File: src/rtl/reg_dump_reader.sv
// reg_dump_reader: walks a register file through one read port and streams (addr, data) words.
// Ports: clk/rst_n (sync active-low); start/abort control; rd_addr/rd_data register-file read port;
// dump_valid/dump_ready/dump_addr/dump_data/dump_last output stream; busy/done status.
module reg_dump_reader #(
  parameter int NUM_REGS = 32,
  parameter int ADDR_W = 5,
  parameter int DATA_W = 32
) (
  input  logic              clk,
  input  logic              rst_n,
  input  logic              start,
  input  logic              abort,
  output logic [ADDR_W-1:0] rd_addr,
  input  logic [DATA_W-1:0] rd_data,
  output logic              dump_valid,
  input  logic              dump_ready,
  output logic [ADDR_W-1:0] dump_addr,
  output logic [DATA_W-1:0] dump_data,
  output logic              dump_last,
  output logic              busy,
  output logic              done
);
  typedef enum logic [1:0] {IDLE, READ, HOLD, DONE} state_t;
  localparam logic [ADDR_W-1:0] LAST = ADDR_W'(NUM_REGS - 1);
  state_t state_q, state_d;
  logic [ADDR_W-1:0] idx_q, idx_d, rd_addr_q, rd_addr_d, dump_addr_q, dump_addr_d;
  logic [DATA_W-1:0] dump_data_q, dump_data_d;
  logic dump_valid_q, dump_valid_d, dump_last_q, dump_last_d;
  always_comb begin
    state_d = state_q;
    idx_d = idx_q;
    rd_addr_d = rd_addr_q;
    dump_addr_d = dump_addr_q;
    dump_data_d = dump_data_q;
    dump_valid_d = dump_valid_q;
    dump_last_d = dump_last_q;
    if (state_q != IDLE && abort) begin
      // abort wins over a same-cycle handshake, so the word is dropped uncounted
      state_d = IDLE;
      dump_valid_d = 1'b0;
      rd_addr_d = '0;
    end else begin
      case (state_q)
        IDLE: if (start) begin
          state_d = READ;
          idx_d = '0;
          rd_addr_d = '0;
        end
        READ: begin
          state_d = HOLD;
          dump_data_d = rd_data;
          dump_addr_d = idx_q;
          dump_last_d = idx_q == LAST;
          dump_valid_d = 1'b1;
        end
        HOLD: if (dump_ready) begin
          dump_valid_d = 1'b0;
          state_d = idx_q == LAST ? DONE : READ;
          idx_d = idx_q == LAST ? idx_q : idx_q + 1'b1;
          rd_addr_d = idx_q == LAST ? rd_addr_q : idx_q + 1'b1;
        end
        default: state_d = IDLE;
      endcase
    end
  end
  always_ff @(posedge clk) begin
    if (!rst_n) begin
      state_q <= IDLE;
      idx_q <= '0;
      rd_addr_q <= '0;
      dump_addr_q <= '0;
      dump_data_q <= '0;
      dump_valid_q <= 1'b0;
      dump_last_q <= 1'b0;
    end else begin
      state_q <= state_d;
      idx_q <= idx_d;
      rd_addr_q <= rd_addr_d;
      dump_addr_q <= dump_addr_d;
      dump_data_q <= dump_data_d;
      dump_valid_q <= dump_valid_d;
      dump_last_q <= dump_last_d;
    end
  end
  assign rd_addr = rd_addr_q;
  assign dump_valid = dump_valid_q;
  assign dump_addr = dump_addr_q;
  assign dump_data = dump_data_q;
  assign dump_last = dump_last_q;
  assign busy = state_q != IDLE;
  assign done = state_q == DONE;
endmodule

File: config.mk
export PLATFORM = sky130hd
export DESIGN_NAME = reg_dump_reader
export DESIGN_NICKNAME = d
export VERILOG_FILES = /design/src/rtl/reg_dump_reader.sv
export SDC_FILE = /design/constraint.sdc
export NUM_CORES = 1
export LEC_CHECK = 0
export CELL_PAD_IN_SITES_DETAIL_PLACEMENT = 2
export CELL_PAD_IN_SITES_GLOBAL_PLACEMENT = 2
export CORE_MARGIN = 4
export CORE_UTILIZATION = 26
export CTS_CLUSTER_DIAMETER = 200
export CTS_CLUSTER_SIZE = 14
export DETAILED_ROUTE_END_ITERATION = 7
export GPL_ROUTABILITY_DRIVEN = 0
export HOLD_SLACK_MARGIN = 0.02
export PLACE_DENSITY_LB_ADDON = 0.1
export SYNTH_ARGS = -nofsm -noshare
export SYNTH_HDL_FRONTEND = slang
export SYNTH_SLANG_ARGS = --single-unit
File: constraint.sdc
create_clock -name clk -period 4.8 [get_ports clk]
set_input_delay 1.2 -clock clk [delete_from_list [all_inputs] [get_ports clk]]
set_output_delay 1.2 -clock clk [all_outputs]
set_load 0.01 [all_outputs]
Word-level counts from Yosys, hierarchy flattened --
Cells that the tools add are included.
Storage, ports and cells: word-level logic and storage cells 38, bits of input ports 37, output and inout bits 46, flip-flop bits (word level) 51
Cells by class: eq/ne operators 7, add/subtract/negate cells 1, multiplexer cells 10, reductions and logical operators 11, bitwise operators 2
Operators with widths (number):
- $mux 5 | 3
- $pmux 5 s2 | 1
- $mux 2 | 3
- $ne 2x2->1 const B | 3
- $pmux 2 s3 | 1
- $reduce_and 2->1 | 3
- $reduce_bool 2->1 | 3
- $add 5x1->5 const B | 1
- $eq 5x5->1 const B | 1
- $reduce_and 5->1 | 1
- $eq 2x2->1 const B | 2
- $reduce_and 4->1 | 1
- $eq 2x1->1 const B | 1
- $logic_not 2->1 | 1
- $not 1->1 | 2
- $pmux 1 s2 | 1
- $reduce_or 2->1 | 1
- $logic_and 1x1->1 | 1
- $mux 1 | 1

Logic depth before layout (Yosys ltp) --
Gate-level depths: netlist of the first run.
depth in word-level cells 4, depth in mapped cells 6, depth with buffers taken out 6

Worst setup path after synthesis of the first run --
Ideal clock, no wire load.
kind reg2out, start point reg state_q[0], end point out done, slack 2.576 ns, data required time 3.600 ns, stages on the path, launching flop included 4, path buffers 2, data arrival time 1.024 ns, cells stage by stage dfxtp_1 clkbuf_1 clkbuf_1 and2_1
Between the ends: cells in the longest elaborated chain, start to end 1
Ends and longest elaborated chain:
- from (decl) | RTL line 25 | state_t state_q, state_d;
- from (signal assigned) | RTL line 76 | state_q <= state_d;
- $eq 2x2->1 | RTL line 91 | assign done = state_q == DONE;
- to (decl) | RTL line 21 | output logic done
No other way between the ends.

Worst setup path after layout of the first run --
start point reg state_q[0], end point out busy
Between the ends: cells in the longest elaborated chain, start to end 1
Ends and longest elaborated chain:
- $reduce_bool 2->1 | RTL line 90 | assign busy = state_q != IDLE;
- to (decl) | RTL line 20 | output logic busy,
No other way between the ends.

==> results of run 1 <==
[routing by layer]
metal  global-route usage, %  wire (um)
met1                   17.93       3087
met2                   23.09       3018
met3                   3.214        320
met4                   3.151         54
met5                       0          0
[power by group through the flow]
stage | Sequential [mW] | Combinational (mW) | Clock, mW
floorplan | 0.456 | 0.0505 | 0
detailed placement | 0.458 | 0.118 | 0
finish | 0.448 | 0.115 | 0.274
CTS | 0.449 | 0.119 | 0.288
global route | 0.451 | 0.128 | 0.304
global placement | 0.457 | 0.116 | 0
[registers in the layout (all words and copies together) (netlist names)]
register / cells
idx_q: 5
dump_last: 1
dump_data: 32
state_q: 2
dump_addr: 5
rd_addr: 5
dump_valid: 1
[placed cells by master (no fill, tap or decap), types with 2 or more instances in the layout]
cell,instances
nand4b_1,4
nand2_1,82
inv_1,2
a21boi_0,24
o21ai_0,5
buf_4,3
nand2b_1,3
nand3_1,8
a21oi_1,7
clkbuf_8,7
a21boi_1,14
ha_1,2
dfxtp_1,51
nor2b_1,5
clkdlybuf4s50_1,82
[logic make-up after synthesis]
family | Yosys count | synth area share, %
XOR/XNOR | 1 | 0.4131
AND/OR/NAND/NOR | 117 | 26.79
adder cells (fa/ha/maj) | 2 | 1.180
AO/OA/AOI/OAI | 57 | 18.94
buffers and inverters | 19 | 4.071
flip-flops | 51 | 48.14
multiplexers | 1 | 0.4720
[final timing paths]
path                               endpoint  slack (ps)  depth (start not counted)
setup / recovery                       busy        1750                          2
hold reg to reg   dump_data[2]$_SDFFE_PN0P_         460                          2
hold / removal    dump_data[2]$_SDFFE_PN0P_         460                          2
setup reg to reg    rd_addr[0]$_SDFFE_PP0P_        2630                          6
[final cells by class]
class                   instances  area, um^2  area share [%]
clock buffers                   7       96.34           3.086
clock inverters                 1       7.507          0.2405
inverters                       2       7.507          0.2405
multi-input cells             178        1018           32.63
flip-flops and latches         51        1021           32.71
well taps                     102       127.6           4.088
repair buffers                 85       843.3           27.01
[worst reg2reg max path: stages, from the launching register on]
cell	delay [ps]
dfxtp_1	390
ha_1	280
and3_1	200
ha_1	250
nand4bb_4	290
or4b_1	530
a21oi_1	160
==> metrics.md, run 1 <==
| Metric | Value |
|---|---|
| Synth Flop Type | dfxtp_1 |
| Final ANT Viol Nets | 0 |
| Slew Viols, Final | 0 |
| Synth area leaders | dfxtp_1 (48%), nand2_1 (15%), a21boi_0 (8.5%) |
| Antenna violations before repair | 0 |
| Place WS | 2045 ps |
| Fmax | 327.8 MHz |
| Final Hold Vio Count | 0 |
| Area delta synth->final | 47.20% |
| Nets@finish | 362 |
| Family with the most delay on the worst path | flip-flops |
| Layout cells sized above 1 | 5.247% |
| Layout Cells excl Fill | 426 |
| Synthesized cell area | 2121 um^2 |
| Initial Utilization | 27.02% |
| Net Sw Power | 205.4 uW |
| Inst Count DP | 418 |
| Worst Hold Class | reg -> reg |
| Syn Nets | 287 |
| Crit path arrival time | 1850 ps |
| Most frequent cells after synthesis | nand2_1 (82), dfxtp_1 (51), a21boi_0 (24) |
| Drt initial violations | 43 |
| Sequential share of the synthesized area | 48.14% |
| Yosys cell types | 38 |
| Cell Area, Placed | 3018 um^2 |
| Non-Filler Cell Area, Final | 3122 um^2 |
| Routed WL | 6481 um |
| Ports | 83 |
| Final Util | 39.78% |
| Ys Warns | 0 |
| Number of synthesized flops with an enable pin | 0 |
| Total track usage | 13.76% |
| CP max stage cell | dfxtp_1 |
| Crit-path max cell delay | 780 ps |
| Outcome | complete, no violations |
| DR vias | 1986 |
| Largest net degree at the start of global routing | 41 |
| Rel. slew slack | 53.18% |
| Pwr dens | 268.4 nW/um^2 |
| RSZ-0062 raised after global routing | no |
| ANT cells | 0 |
| Post-synth top area cell | dfxtp_1 |
| Vias per Instance | 4.662 |
| Hold_ws | 458.7 ps |
| Req. time, crit path | 3600 ps |
| Worst setup SP type | register |
| Total die area | 9666 um^2 |
| Slack of the critical path | 1750 ps |
| Design Power | 837.8 uW |
| Total Neg Setup Slack | 0 ps |
| Clock skew | 5.341 ps |
| Switching Fraction | 24.51% |
| Critical path class | reg -> out |
| Fin crit period | 3050 ps |
| Vias in the first global route | 2178 |
| Post-CTS Setup Inserts | 0 |
| Synthesized area per cell | 8.552 um^2 |
| Port Buffers | 82 |
| Buffers & Inverters on Critical Path | 1 |
| # resized after CTS | 0 |
| Crit path capture type | primary output |
| Die Y | 98.32 um |
| CP Cell Sequence | or2_2 -> clkdlybuf4s50_1 |
| Rows | 32 |
| Root Buffer | clkbuf_8 |
| Final setup violating endpoints | 0 |
| Leakage power | 1.059 nW |
| Reg power frac | 53.5% |
| DR WL/cell | 15.21 um |
| DR pass1 iterations | 4 |
| CTS sink count | 51 |
| DRC violations left | 0 |
| Fill count | 897 |
| Clk Latency, worst-skew pair | 300 ps |
| First-pass GRT wire length | 11050 um |
| Count leader, synth | nand2_1 |
| Share of the synthesized area in the top cell type | 48.14% |
| Peak VDD IR | 99.49 uV |
| Chip Width | 98.32 um |
| CTS Buf Count | 5 |
| H-Tree Level Count | 2 |
| Max clock buf depth | 2 |
| CTS tree | done |
| Worst R2R Start | idx_q[0]$_SDFFE_PN0P_ |
| GRT overflow | 0 |
| Asr flop ratio synth | 0% |
| HPWL after DPL | 4554 um |
| Max Cap Viol | 0 |
| Final worst-path cycle share | 63.55% |
| Max FO, Critical Path | 23 |
| Clk pin slew, worst setup/hold paths | 90 ps |
| Post-Synthesis Cells | 248 |
| Core box area | 7848 um^2 |
| Hold Crit Start | dump_data[2]$_SDFFE_PN0P_ |
| Combinational Power Share | 13.8% |
| Number of synthesized register bits | 51 |
| Clock share of power | 32.8% |
| Slew at the pin closest to its max-slew limit | 701.3 ps |
| P_int | 632.4 uW |
| Crit path launch | state_q[0]$_SDFFE_PP0P_ |
| Hold buffer count at cts | 0 |
Note: power is estimated with default switching activity, not from simulation.
==> run 2, diff against run 1 <==
--- a/config.mk
+++ b/config.mk
@@ -8,7 +8,7 @@
 export CELL_PAD_IN_SITES_DETAIL_PLACEMENT = 2
 export CELL_PAD_IN_SITES_GLOBAL_PLACEMENT = 2
 export CORE_MARGIN = 4
-export CORE_UTILIZATION = 26
+export CORE_UTILIZATION = 24
 export CTS_CLUSTER_DIAMETER = 200
 export CTS_CLUSTER_SIZE = 14
 export DETAILED_ROUTE_END_ITERATION = 7
==> constraint.sdc (replaced) <==
create_clock -name clk -period 3.18 [get_ports clk]
set_input_delay 0.795 -clock clk [delete_from_list [all_inputs] [get_ports clk]]
set_output_delay 0.795 -clock clk [all_outputs]
set_load 0.01 [all_outputs]
==> run 2 against run 1 <==
Total power rose by 47%. Clock power rose by 39%. Utilization fell by 3.5 points. Critical path depth did not move. Critical path type unchanged. Largest cell class unchanged.
==> metrics.md, run 2 (synthesis results as in run 1) <==
| Metric | Value |
|---|---|
| Outcome | complete, no violations |
| Total Neg Setup Slack | 0 ps (unchanged) |
| CTS tree | done |
| Final worst-path cycle share | 70.68% |
| Rows | 34 (+6.3%) |
| Rel. slew slack | 69.69% (+17 points) |
| CTS Buf Count | 5 (unchanged) |
| Slew at the pin closest to its max-slew limit | 453.2 ps (-248.1 ps) |
| Critical path class | reg -> out |
| Port Buffers | 82 (unchanged) |
| Chip Width | 102.0 um (+3.8%) |
| Worst setup SP type | register |
| Ports | 83 (unchanged) |
| Layout Cells excl Fill | 437 (+2.6%) |
| Slew Viols, Final | 0 (unchanged) |
| Fmax | 444.9 MHz |
| Final setup violating endpoints | 0 (unchanged) |
| DR pass1 iterations | 4 (unchanged) |
| Max reg flops | 32 (unchanged) |
| Design Power | 1.236 mW (+47%) |
| Buffers & Inverters on Critical Path | 1 (unchanged) |
| CTS sink count | 51 (unchanged) |
| Max Cap Viol | 0 (unchanged) |
| Cell Area, Placed | 3063 um^2 (+1.5%) |
| Stages on worst setup path | 2 (unchanged) |
| H-Tree Level Count | 2 (unchanged) |
| Worst Hold Class | reg -> reg |
| Max clock buf depth | 2 (unchanged) |
| Peak VDD IR | 149.1 uV (+50%) |
| DRC violations left | 0 (unchanged) |
| Layout cells sized above 1 | 6.687% (+1.4 points) |
| Initial Utilization | 24.44% (-2.6 points) |
| DR vias | 2028 (+2.1%) |
| Root Buffer | clkbuf_8 |
| Final ANT Viol Nets | 0 (unchanged) |
| Pwr dens | 392.0 nW/um^2 (+46%) |
| Area delta synth->final | 48.61% |
| Fill count | 1007 (+12%) |
| Post-CTS Setup Inserts | 0 (unchanged) |
| Family with the most delay on the worst path | buffers and inverters |
| Worst Hold Depth | 2 (unchanged) |
| Routed WL | 6432 um (-0.76%) |
| Total track usage | 12.65% (-1.1 points) |
| Total die area | 10410 um^2 (+7.6%) |
| Inst Count DP | 429 (+2.6%) |
| Non-Filler Cell Area, Final | 3152 um^2 (+0.96%) |
| Leakage power | 1.074 nW (+1.4%) |
| Die Y | 102.0 um (+3.8%) |
| Final Hold Vio Count | 0 (unchanged) |
| Req. time, crit path | 2380 ps (-1220 ps) |
| GRT overflow | 0 (unchanged) |
| Max FO, Critical Path | 5 (-78%) |
| Min-Delay Endpoint | rd_addr[3]$_SDFFE_PP0P_ |
| Vias per Instance | 4.641 (-0.46%) |
| CP max stage cell | clkdlybuf4s50_1 |
| Final Util | 36.32% (-3.5 points) |
| Core box area | 8678 um^2 (+11%) |
| Drt initial violations | 11 (-74%) |
| CP Cell Sequence | or2_2 -> clkdlybuf4s50_1 |
| Clock skew | 9.493 ps (+4.152 ps) |
| Antenna violations before repair | 0 (unchanged) |
| Reg2reg end | rd_addr[0]$_SDFFE_PP0P_ |
| Nets@finish | 367 (+1.4%) |
| R2r setup slk | 1010 ps (-1620 ps) |
| DR WL/cell | 14.72 um (-3.3%) |
| RSZ-0062 raised after global routing | no |
| Worst R2R Start | idx_q[0]$_SDFFE_PN0P_ |
| Clk pin slew, worst setup/hold paths | 100 ps (about the same) |
| Worst R2R Path Depth | 6 (unchanged) |
| Crit path arrival time | 1450 ps (-400 ps) |
| Hold Crit Start | rd_addr[3]$_SDFFE_PP0P_ |
| Vias in the first global route | 2122 (-2.6%) |
| Clk Latency, worst-skew pair | 310 ps (about the same) |
| Largest net degree at the start of global routing | 25 (-39%) |
| Crit-path max cell delay | 480 ps (-300 ps) |
| Hold buffer count at cts | 0 (unchanged) |
| ANT cells | 0 (unchanged) |
| Crit path capture type | primary output |
| First-pass GRT wire length | 10430 um (-5.6%) |
| Most frequent cells in the layout | nand2_1 (82), clkdlybuf4s50_1 (82), dfxtp_1 (51), a21boi_0 (24), a21boi_1 (14) |
| # resized after CTS | 0 (unchanged) |
| HPWL after DPL | 4762 um (+4.6%) |
| Fin crit period | 2247 ps |
[run 2: cell count changes in the layout (fill, tap and decap cells not counted), sizes merged]
cell | before | now
clkinv | 0 | 1
clkinvlp | 1 | 2
clkbuf | 7 | 5
buf | 3 | 8
[run 2: how the worst max path moves through the flow]
stage | start | to | slack, ps
6_report | state_q[0]$_SDFFE_PP0P_ | busy | 930
3_3_place_gp | dump_ready | rd_addr[0]$_SDFFE_PP0P_ | 900
3_5_place_dp | dump_ready | idx_q[2]$_SDFFE_PN0P_ | 820
2_1_floorplan | idx_q[0]$_SDFFE_PN0P_ | rd_addr[0]$_SDFFE_PP0P_ | 1280
4_1_cts | state_q[0]$_SDFFE_PP0P_ | busy | 900
5_1_grt | state_q[0]$_SDFFE_PP0P_ | busy | 860
[run 2: per-layer routing]
metal,GRT usage (%),vias to the layer above,part of all wire (%)
li1,-,988,-
met1,15.70,983,45
met2,22.04,52,48
met3,2.730,5,5.6
met4,3.633,0,1.1
met5,0,-,0
[run 2: metrics by stage]
step	hold slack (ps)	setup WS (ps)
after floorplan	448.3	1283
after global placement	442.5	900.7
after detailed placement	450.9	822.7
after CTS	465.1	904.8
after global routing	484.5	859.1
final	459.5	932.5
[run 2: area by class of cell]
class / count / area, um^2 / area share (%)
flip-flops and latches: 51 / 1021 / 32.39
multi-input cells: 178 / 1018 / 32.31
repair buffers: 90 / 880.8 / 27.95
well taps: 108 / 135.1 / 4.287
clock buffers: 5 / 68.82 / 2.183
clock inverters: 3 / 20.02 / 0.6352
inverters: 2 / 7.507 / 0.2382
[run 2: report_power, final]
group	internal [mW]	switching, mW
logic	0.105	0.0828
registers	0.656	0.0101
clock network	0.154	0.228
total	0.915	0.321
[run 2: worst min-delay path: cells and delay by family, from the launching register on]
| kind | cells | cell delay, ps |
|---|---|---|
| buffers and inverters | 1 | 50 |
| AO/OA/AOI/OAI | 1 | 50 |
| flip-flops | 1 | 320 |
